$ cat src/rtl/dist_line_copier.sv
// Line-copy engine: streams 256-bit lines from a source to a destination
// region through the data-memory read/write port, paced by mem_stall.
module dist_line_copier #(
  parameter int LINE_BYTES = 32,
  parameter int CNT_W      = 8,
  parameter int TIMEOUT    = 255
) (
  input  logic             clk,
  input  logic             rst_n,
  input  logic             start,
  input  logic [31:0]      src_addr,
  input  logic [31:0]      dst_addr,
  input  logic [CNT_W-1:0] line_count,
  output logic             busy,
  output logic             done,
  output logic             err,
  output logic [31:0]      mem_addr,
  output logic             mem_dread,
  output logic             mem_dwrite,
  output logic [255:0]     mem_wline,
  input  logic [255:0]     mem_rline,
  input  logic             mem_stall
);

  localparam int TW = $clog2(TIMEOUT + 1);

  typedef enum logic [2:0] {
    IDLE,
    RD_REQ,
    RD_WAIT,
    WR_REQ,
    WR_WAIT,
    FIN
  } state_t;

  state_t             state, state_nx;
  logic [31:0]        src_cur, dst_cur;
  logic [CNT_W-1:0]   remaining;
  logic [255:0]       line_q;
  logic               seen;
  logic [TW-1:0]      wcnt;
  logic               err_q;
  logic               in_wait;
  logic               wait_exit;
  logic               wait_tmo;
  logic               accept;

  assign accept    = (state == IDLE) && start;
  assign in_wait   = (state == RD_WAIT) || (state == WR_WAIT);
  assign wait_exit = in_wait && seen && !mem_stall;
  // Give up once the memory has stalled us for TIMEOUT wait cycles.
  assign wait_tmo  = in_wait && !wait_exit
                     && (wcnt == TW'(TIMEOUT - 1));

  always_ff @(posedge clk or negedge rst_n) begin
    if (!rst_n) state <= IDLE;
    else        state <= state_nx;
  end

  always_comb begin
    state_nx = state;
    unique case (state)
      IDLE: begin
        if (start)
          state_nx = (line_count == '0) ? FIN : RD_REQ;
      end
      RD_REQ: state_nx = RD_WAIT;
      RD_WAIT: begin
        if (wait_exit)     state_nx = WR_REQ;
        else if (wait_tmo) state_nx = FIN;
      end
      WR_REQ: state_nx = WR_WAIT;
      WR_WAIT: begin
        if (wait_exit)
          state_nx = (remaining == CNT_W'(1)) ? FIN : RD_REQ;
        else if (wait_tmo)
          state_nx = FIN;
      end
      FIN:     state_nx = IDLE;
      default: state_nx = IDLE;
    endcase
  end

  always_comb begin
    busy       = 1'b0;
    done       = 1'b0;
    mem_dread  = 1'b0;
    mem_dwrite = 1'b0;
    mem_addr   = '0;
    unique case (state)
      IDLE: ;
      RD_REQ: begin
        busy      = 1'b1;
        mem_dread = 1'b1;
        mem_addr  = src_cur;
      end
      RD_WAIT: busy = 1'b1;
      WR_REQ: begin
        busy       = 1'b1;
        mem_dwrite = 1'b1;
        mem_addr   = dst_cur;
      end
      WR_WAIT: busy = 1'b1;
      FIN:     done = 1'b1;
      default: ;
    endcase
  end

  assign mem_wline = line_q;
  assign err       = err_q;

  always_ff @(posedge clk or negedge rst_n) begin
    if (!rst_n) begin
      src_cur   <= '0;
      dst_cur   <= '0;
      remaining <= '0;
      line_q    <= '0;
      seen      <= 1'b0;
      wcnt      <= '0;
      err_q     <= 1'b0;
    end else begin
      if (accept) begin
        src_cur   <= {src_addr[31:5], 5'b0};
        dst_cur   <= {dst_addr[31:5], 5'b0};
        remaining <= line_count;
        err_q     <= 1'b0;
      end
      if ((state == RD_REQ) || (state == WR_REQ)) begin
        seen <= 1'b0;
        wcnt <= '0;
      end else if (in_wait) begin
        if (mem_stall) seen <= 1'b1;
        wcnt <= wcnt + TW'(1);
      end
      if ((state == RD_WAIT) && wait_exit)
        line_q <= mem_rline;
      if ((state == WR_WAIT) && wait_exit) begin
        src_cur   <= src_cur + 32'(LINE_BYTES);
        dst_cur   <= dst_cur + 32'(LINE_BYTES);
        remaining <= remaining - CNT_W'(1);
      end
      if (wait_tmo)
        err_q <= 1'b1;
    end
  end

endmodule

$ cat config.mk
export PLATFORM = sky130hd
export DESIGN_NAME = dist_line_copier
export DESIGN_NICKNAME = d
export VERILOG_FILES = /design/src/rtl/dist_line_copier.sv
export SDC_FILE = /design/constraint.sdc
export NUM_CORES = 1
export LEC_CHECK = 0
export CAP_MARGIN = 20
export CORE_AREA = 2 2 245 247
export CTS_BUF_LIST = sky130_fd_sc_hd__clkbuf_2
export CTS_CLUSTER_SIZE = 16
export DETAILED_ROUTE_END_ITERATION = 7
export DIE_AREA = 0 0 247 249
export GPL_ROUTABILITY_DRIVEN = 0
export PLACE_DENSITY_LB_ADDON = 0.2
export SETUP_SLACK_MARGIN = 0.3
export SYNTH_ARGS = -nofsm -noshare
export SYNTH_HDL_FRONTEND = slang
export SYNTH_SLANG_ARGS = --single-unit
$ cat constraint.sdc
create_clock -name clk -period 1.75 [get_ports clk]
set_input_delay 0.35 -clock clk [delete_from_list [all_inputs] [get_ports clk]]
set_output_delay 0.35 -clock clk [all_outputs]
set_load 0.02 [all_outputs]
==> qor.yml, run 1 <==
run_status:
  status: "complete, but fails checks"
  violations: "setup timing"
cts:
  cts.htree.levels: 3
  cts_buffers: 99
  clkSlewWorstSetupHoldPaths_ns: 0.10
  clockBufferDepth: 3
  cts-root-buf: "clkbuf_2"
  clk_latency_ns: 1.11
  clock-sinks: 331
  cts_tree: "yes"
timing:
  rsz0062_at_grt: "yes"
  holdWs_ns: 0.217
  clock_skew_ns: 0.0757
  timing.setup.tns_ns: -165.35
  hold_violations: 0
  timing.final.ws_setup_ns: -0.967
  fmax_mhz: 368
  setup_viol: 609
  maxSlewViolCount: 0
  fin_crit_sh_pct: 155
  period_needed_ns: 2.72
synthesis:
  synth_edf_count: 0
  ys_types: 60
  postSynthCellCount: 1097
  synth_top_cell_area_share_pct: 58.3
  dominantRegCellSynth: "dfrtp_1"
  syn_area_per_cell_um2: 12.9
  ys_ff_latch: 331
  syn_area_um2: 14200
  synthArstFlopShare_pct: 100
  ys_top_cells_by_area: "dfrtp_1 58%, mux2_2 20%, mux2i_1 2.1%"
  ys_seq_area_share_pct: 58.3
  yosys_warnings: 0
  synth_area_leader_cell: "dfrtp_1"
worst_setup_path:
  r2r_slack_ns: -0.44
  crit_start: "state[1]"
  critPathLaunchType: "flop"
  critPathMaxFanout: 7
  critPathArrivalTime_ns: 2.37
  worstSetupPathType: "flop to primary output"
  crit_path_end: "mem_addr[7]"
  crit_path_end_kind: "primary output"
  r2r-start: "state[0]"
  worstPathRequired_ns: 1.40
  reg2reg_depth: 7
  timing.rr.end: "mem_wline[74]"
detailed_routing:
  wl_per_cell_um: 21.5
  vias: 14333
  drt-total-wl_mm: 68.6
  via_per_inst: 4.49
  drt_iter0_markers: 844
  drtAntennaViolNets: 0
  first_pass_iters: 5
  drc: 0
finish:
  fin_nets: 2682
  fillers: 5131
  fin_util_pct: 50.4
  mostFrequentLayoutCell: "dfrtp_1"
  layout-drive-gt1-share_pct: 45.6
  area_growth_pct: 108
  multiInputGateArea_um2: 6700
  layout_common_cells: "327 x dfrtp_1, 321 x dlygate4sd3_1, 320 x clkdlybuf4s50_1"
  seq_area_um2: 8290
global_routing:
  grtUsageTotal_pct: 20.9
  grt_max_degree: 61
  grt_pass1_vias: 14979
  grt_pass1_wl_mm: 95.7
  antenna_found_initial: 16
  grt_overflow_total: 0
die:
  die_w_um: 247
  placementRows: 89
  die-area_um2: 61500
  io-pin-count: 625
  start_util_pct: 24.2
  core_region_area_um2: 58700
  die_y_um: 249
place:
  dp_hpwl_mm: 47.7
  portBuffers: 609
min_path:
  hold_class: "primary input to flop"
pwr:
  vdd_ir_drop_max_v: 0.000925
  leakagePower_nw: 12.8
  power_density_nw_per_um2: 1680
flow_run:
  max-cap-violations: 0
area by class of cell:
| class | instances | area share (%) |
|---|---|---|
| Antenna cell | 14 | 0.119 |
| Clock buffer | 138 | 2.34 |
| Clock inverter | 22 | 0.440 |
| Inverter | 8 | 0.110 |
| Multi-Input combinational cell | 694 | 22.7 |
| Sequential cell | 331 | 28.0 |
| Tap cell | 773 | 3.27 |
| Timing Repair Buffer | 1210 | 43.0 |
what timing repair did:
item,CTS,global route
endpoints found under the hold margin,650,0
resized for setup,1804,115
hold buffers,322,0
setup buffers,53,60
gates cloned,5,13
pin swaps,17,16
endpoints found under the setup margin,617,617
synthesized netlist by cell type (all sizes together), types with 5 or more instances:
library cell	count
a211oi	6
and2	7
o21ai	23
nor3	15
dfrtp	331
nand2b	5
o311ai	10
inv	8
a21oi	22
o22ai	8
buf	42
nand3	37
a311oi	8
a221o	5
nand2	59
mux2	256
mux2i	30
o221a	7
nor4	12
ha	6
o211ai	20
xor2	6
nand4	19
nor2	78
clkbuf	26
or3	8
and4	8
report_power, final:
part,switching [mW],internal (mW)
logic,13.1,16.1
clock network,3.62,2.17
registers,3.29,11.4
sequential cells by signal (all words and copies together) (netlist names):
register	cells
remaining	8
state	3
src_cur	27
err	1
seen	1
dst_cur	27
wcnt	8
mem_wline	256
routing by layer:
metal | wire, um | GRT usage [%]
met2 | 33600 | 35.1
met3 | 5550 | 6.39
met4 | 2970 | 9.83
met1 | 26400 | 24.1
met5 | 27 | 0
worst max-delay path, cell delays in order, from the launching register on:
cell,delay (ns)
dfrtp_2,0.48
buf_12,0.17
buf_12,0.13
buf_8,0.12
mux2i_2,0.22
nor2_4,0.06
buf_12,0.14
through the flow:
stage	cells	area (um2)	setup slack [ns]	power, mW
2_1_floorplan	1101	15200	0.0556	25.9
3_3_place_gp	2563	23000	-0.569	37.6
3_5_place_dp	2563	23000	-0.613	37.8
4_1_cts	3103	28300	-1.16	47.9
5_1_grt	3187	29600	-1.19	52.2
6_report	3190	29600	-0.967	49.7
worst min path at each step:
stage	start	endpoint	slack, ns	depth (start not counted)
6_report	start	state[0]	0.22	4
5_1_grt	start	state[0]	0.08	4
4_1_cts	start	state[0]	0.01	4
3_5_place_dp	rst_n	mem_wline[90]	0.22	1
3_3_place_gp	rst_n	mem_wline[90]	0.22	1
2_1_floorplan	rst_n	dst_cur[10]	0.05	0
cell families after synthesis:
logic type / count (synthesis) / synth area share (%)
flip-flops: 331 / 58.3
other: 1 / 0.0264
AO/OA/AOI/OAI: 125 / 6.31
multiplexers: 286 / 22.4
buffers and inverters: 76 / 2.46
adder cells (fa/ha/maj): 6 / 0.528
AND/OR/NAND/NOR: 264 / 9.47
XOR/XNOR: 8 / 0.493
(Power assumes the default switching activity.)
==> run 2: changes to the inputs <==
--- a/config.mk
+++ b/config.mk
@@ -14,6 +14,7 @@
 export GPL_ROUTABILITY_DRIVEN = 0
 export PLACE_DENSITY_LB_ADDON = 0.2
 export SETUP_SLACK_MARGIN = 0.3
+export SKIP_CTS_REPAIR_TIMING = 1
 export SYNTH_ARGS = -nofsm -noshare
 export SYNTH_HDL_FRONTEND = slang
 export SYNTH_SLANG_ARGS = --single-unit
==> run 2 against run 1 <==
Compared with the run above:
- the flow still finishes with violations (setup timing)
- clock skew up 0.0018 ns
- non-clock buffer count down 56
- register-to-register slack better by 0.10 ns
- critical path depth unchanged
- die area unchanged
- largest power group unchanged
==> qor.yml, run 2 (same netlist as run 1, synthesis figures left out) <==
detailed_routing:
  drtAntennaViolNets: 0  # unchanged
  wl_per_cell_um: 21.2  # was 21.5 um
  via_per_inst: 4.48  # was 4.49
  vias: 14027  # was 14333
  drt-total-wl_mm: 66.4  # was 68.6 mm
  drc: 0  # unchanged
  wl_met3_mm: 5.38  # was 5.55 mm
  wl_met1_mm: 25.7  # was 26.4 mm
  first_pass_iters: 5  # unchanged
  top_layer: "met5"  # unchanged
  drt_iter0_markers: 659  # was 844
  wl_met2_mm: 33.0  # was 33.6 mm
timing:
  setup_viol: 608  # was 609
  period_needed_ns: 2.75  # was 2.72 ns
  fmax_mhz: 364  # was 368 MHz
  clock_skew_ns: 0.0776  # was 0.0757 ns
  maxSlewViolCount: 0  # unchanged
  rsz0062_at_grt: "yes"  # unchanged
  timing.final.ws_setup_ns: -0.999  # was -0.967 ns
  hold_violations: 0  # unchanged
  fin_crit_sh_pct: 157  # was 155%
worst_setup_path:
  crit_start: "state[1]"  # unchanged
  r2r-start: "state[1]"  # was state[0]
  worstSetupPathType: "flop to primary output"  # unchanged
  critPathArrivalTime_ns: 2.40  # was 2.37 ns
  crit_path_end_kind: "primary output"  # unchanged
  critPathMaxFanout: 7  # unchanged
  worstPathRequired_ns: 1.40  # about the same
  critPathLaunchType: "flop"  # unchanged
finish:
  area_growth_pct: 101  # was 108%
  mostFrequentLayoutCell: "dfrtp_1"  # unchanged
  layout-drive-gt1-share_pct: 43.6  # was 45.6%
  fin_nets: 2626  # was 2682
  final_cell_area_um2: 28500  # was 29600 um2
  largest_reg_flops: 256  # unchanged
  fin_util_pct: 48.6  # was 50.4%
  fillers: 5287  # was 5131
  layout_common_cells: "327 x dfrtp_1, 321 x dlygate4sd3_1, 320 x clkdlybuf4s50_1"  # unchanged
pwr:
  leakagePower_nw: 12.4  # was 12.8 nW
  power_density_nw_per_um2: 1670  # was 1680 nW/um2
  vdd_ir_drop_max_v: 0.000904  # was 0.000925 V
  total_power_mw: 47.6  # was 49.7 mW
run_status:
  violations: "setup timing"  # unchanged
  status: "complete, but fails checks"  # unchanged
min_path:
  hold_start: "start"  # unchanged
  hold_class: "primary input to flop"  # unchanged
cts:
  cts_buffers: 99  # unchanged
  cts.htree.levels: 3  # unchanged
  clock-sinks: 331  # unchanged
  cts-root-buf: "clkbuf_2"  # unchanged
  clk_latency_ns: 1.11  # about the same
  clkSlewWorstSetupHoldPaths_ns: 0.10  # about the same
  clockBufferDepth: 3  # unchanged
  cts_tree: "yes"  # unchanged
global_routing:
  antenna_found_initial: 16  # unchanged
  grt_overflow_total: 0  # unchanged
  grt_pass1_wl_mm: 87.0  # was 95.7 mm
  grt_pass1_vias: 12856  # was 14979
  grtUsageTotal_pct: 19.3  # was 20.9%
  grt_max_degree: 61  # unchanged
place:
  placed_area_um2: 23000  # unchanged
  portBuffers: 609  # unchanged
  dp_hpwl_mm: 47.7  # unchanged
  post-place-ws_ns: -0.613  # unchanged
flow_run:
  max-cap-violations: 0  # unchanged
die:
  die_w_um: 247  # unchanged
  core_region_area_um2: 58700  # unchanged
  die_y_um: 249  # unchanged
  start_util_pct: 24.2  # unchanged
  die-area_um2: 61500  # unchanged
  io-pin-count: 625  # unchanged
  placementRows: 89  # unchanged
==> run 2: worst paths after layout <==
kind / slack (ns) / to / depth (start not counted)
max: -1.0 / mem_addr[10] / 6
min: 0.17 / state[0] / 4
max reg2reg: -0.34 / err / 6
min reg2reg: 0.51 / remaining[7] / 1
max in group asynchronous: 0.76 / mem_wline[43] / 5
min in group asynchronous: 0.30 / mem_wline[188] / 4
==> run 2: layout make-up <==
class	count	area (um2)	area share, %
Antenna cell	12	30.0	0.105
Clock buffer	138	691	2.42
Clock inverter	22	130	0.456
Inverter	8	35.0	0.123
Multi-Input combinational cell	694	6490	22.8
Sequential cell	331	8290	29.1
Tap cell	773	967	3.39
Timing Repair Buffer	1154	11900	41.7
==> run 2: worst max-delay path: stages, from the launching register on <==
cell and delay, ns:
dfrtp_2 0.47, buf_12 0.16, buf_8 0.13, buf_4 0.13, mux2i_1 0.12, nor2_2 0.18
buf_6 0.15
==> run 2: power breakdown <==
part / switching (mW) / total [mW] / internal, mW
sequential: 3.24 / 14.6 / 11.4
combinational: 12.5 / 27.2 / 14.7
clock: 3.62 / 5.79 / 2.17
total: 19.4 / 47.6 / 28.3
==> run 2: metal layers <==
metal  track usage (%)  up-vias
li1                  -     6468
met1              21.4     6826
met2              31.9      580
met3              8.50      141
met4              8.04       12
met5                 0        -
==> run 2: through the flow <==
step	TNS, ns	hold WS [ns]	instances
3_3_place_gp	-165.42	0.221	2563
3_5_place_dp	-170.43	0.219	2563
4_1_cts	-321.10	-1.06	2723
6_report	-136.70	0.168	3132
5_1_grt	-209.76	0.0679	3130
2_1_floorplan	0	0.0544	1101
==> run 3: changes to the inputs <==
==> constraint.sdc (replaced) <==
create_clock -name clk -period 1.75 [get_ports clk]
set_input_delay 0.2625 -clock clk [delete_from_list [all_inputs] [get_ports clk]]
set_output_delay 0.2625 -clock clk [all_outputs]
set_load 0.02 [all_outputs]
==> run 3 against run 2 <==
Compared with the run above:
- sequential power about the same
- clock-buffer cell count unchanged
- the run still ends with setup timing left
- combinational power decreased by 3%
- first-iteration DRC count decreased by 6.5%
- die area unchanged
- global-route usage decreased by 0.65 points
- via count increased by 0.14%
- non-clock buffer count decreased by 4
- critical path depth decreased by 1
==> qor.yml, run 3 (same netlist as run 1, synthesis figures left out) <==
run_status:
  violations: "setup timing"  # unchanged
  status: "complete, but fails checks"  # unchanged
detailed_routing:
  drc: 0  # unchanged
  drtAntennaViolNets: 0  # unchanged
  drt-total-wl_mm: 65.2  # was 66.4 mm
  vias: 14047  # was 14027
  wl_per_cell_um: 20.8  # was 21.2 um
  first_pass_iters: 5  # unchanged
  drt_iter0_markers: 616  # was 659
  via_per_inst: 4.48  # about the same
worst_setup_path:
  worstSetupPathType: "flop to primary output"  # unchanged
  worstPathCellList: "buf_12 -> buf_4 -> mux2i_2 -> nor2_1 -> buf_4"  # was buf_12 -> buf_8 -> buf_4 -> mux2i_1 -> nor2_2 -> buf_6
  r2r-start: "state[0]"  # was state[1]
  crit_slowest_cell: "dfrtp_2"  # unchanged
  critPathArrivalTime_ns: 2.27  # was 2.40 ns
  crit_path_end: "mem_addr[20]"  # was mem_addr[10]
  critPathLaunchType: "flop"  # unchanged
  crit_path_end_kind: "primary output"  # unchanged
  reg2reg_depth: 7  # was 6
  cp_common_cell: "buf_4"
  worstPathRequired_ns: 1.49  # was 1.40 ns
  critPathMaxFanout: 15  # was 7
  crit_start: "state[1]"  # unchanged
  r2r_slack_ns: -0.42  # was -0.34 ns
  timing.rr.end: "mem_wline[190]"  # was err
  critPathMaxStageDelay_ns: 0.44  # was 0.47 ns
global_routing:
  grt_pass1_vias: 12845  # was 12856
  grt_overflow_total: 0  # unchanged
  antenna_found_initial: 11  # was 16
  grt_max_degree: 66  # was 61
  grtUsageTotal_pct: 18.6  # was 19.3%
  grt_pass1_wl_mm: 85.2  # was 87.0 mm
timing:
  period_needed_ns: 2.53  # was 2.75 ns
  rsz0062_at_grt: "yes"  # unchanged
  fmax_mhz: 396  # was 364 MHz
  maxSlewViolCount: 0  # unchanged
  clock_skew_ns: 0.0813  # was 0.0776 ns
  hold_violations: 0  # unchanged
  fin_crit_sh_pct: 144  # was 157%
  setup_viol: 608  # unchanged
  timing.final.ws_setup_ns: -0.778  # was -0.999 ns
  timing.setup.tns_ns: -140.45  # was -136.70 ns
pwr:
  power_density_nw_per_um2: 1660  # was 1670 nW/um2
  total_power_mw: 46.8  # was 47.6 mW
  leakagePower_nw: 12.4  # about the same
  vdd_ir_drop_max_v: 0.00103  # was 0.000904 V
die:
  core_region_area_um2: 58700  # unchanged
  io-pin-count: 625  # unchanged
  placementRows: 89  # unchanged
  die-area_um2: 61500  # unchanged
  die_y_um: 249  # unchanged
  start_util_pct: 24.2  # unchanged
  die_w_um: 247  # unchanged
finish:
  multiInputGateArea_um2: 6290  # was 6490 um2
  layout-drive-gt1-share_pct: 42.6  # was 43.6%
  area_growth_pct: 98.9  # was 101%
  fillers: 5278  # was 5287
  instances_no_fill: 3133  # was 3132
  layout_common_cells: "326 x dfrtp_1, 321 x dlygate4sd3_1, 320 x clkdlybuf4s50_1"  # was 327 x dfrtp_1, 321 x dlygate4sd3_1, 320 x clkdlybuf4s50_1
  fin_nets: 2620  # was 2626
  largest_reg_flops: 256  # unchanged
  mostFrequentLayoutCell: "dfrtp_1"  # unchanged
  seq_area_um2: 8290  # about the same
place:
  place_inst: 2560  # was 2563
  post-place-ws_ns: -0.490  # was -0.613 ns
  dp_hpwl_mm: 45.7  # was 47.7 mm
  portBuffers: 609  # unchanged
cts:
  clkSlewWorstSetupHoldPaths_ns: 0.10  # about the same
  clk_latency_ns: 1.04  # was 1.11 ns
  clockBufferDepth: 3  # unchanged
  cts.htree.levels: 3  # unchanged
  clock-sinks: 331  # unchanged
  cts_buffers: 97  # was 99
  cts-root-buf: "clkbuf_2"  # unchanged
  cts_tree: "yes"  # unchanged
min_path:
  hold_class: "primary input to flop"  # unchanged
flow_run:
  max-cap-violations: 0  # unchanged
[run 3: worst max-delay path, delay by kind of cell, from the launching register on]
kind	cells	cell delay, ns
simple gates	1	0.15
buf+inv	3	0.47
mux	1	0.15
flops	1	0.44
[run 3: worst min-delay path by stage]
stage | cells past startpoint | slack [ns] | to | from
finish | 4 | 0.05 | state[0] | start
global route | 4 | 0.009 | state[0] | start
CTS | 1 | -1.13 | dst_cur[9] | rst_n
detailed placement | 1 | 0.13 | mem_wline[236] | rst_n
global placement | 1 | 0.13 | mem_wline[191] | rst_n
floorplan | 0 | -0.03 | dst_cur[10] | rst_n
[run 3: power breakdown]
group	internal, mW	switching (mW)	total (mW)
clock	2.30	3.62	5.92
sequential	11.4	3.08	14.4
combinational	14.3	12.1	26.5
total	28.0	18.8	46.8
[run 3: per-stage QoR]
| stage | instance area, um2 | hold WS (ns) | utilization [%] |
|---|---|---|---|
| 2_1_floorplan | 14900 | -0.0331 | - |
| 3_3_place_gp | 22800 | 0.131 | 38.8 |
| 3_5_place_dp | 22800 | 0.131 | 38.8 |
| 4_1_cts | 23600 | -1.13 | 40.2 |
| 5_1_grt | 28300 | 0.00877 | 48.1 |
| 6_report | 28300 | 0.0451 | 48.1 |
[run 3: area by class of cell]
class | count | area share (%)
Antenna cell | 8 | 0.0709
Clock inverter | 31 | 0.589
Sequential cell | 331 | 29.3
Inverter | 8 | 0.115
Tap cell | 773 | 3.42
Clock buffer | 138 | 2.44
Multi-Input combinational cell | 694 | 22.3
Timing Repair Buffer | 1150 | 41.7
[run 3: metal layers]
layer	global-route usage, %	vias up	share of wire [%]	wire length, um
li1	-	6443	-	-
met1	22.1	6919	41	26500
met2	31.1	567	49	32000
met3	6.77	114	7.3	4770
met4	6.01	4	3.0	1950
met5	0	-	0.048	31
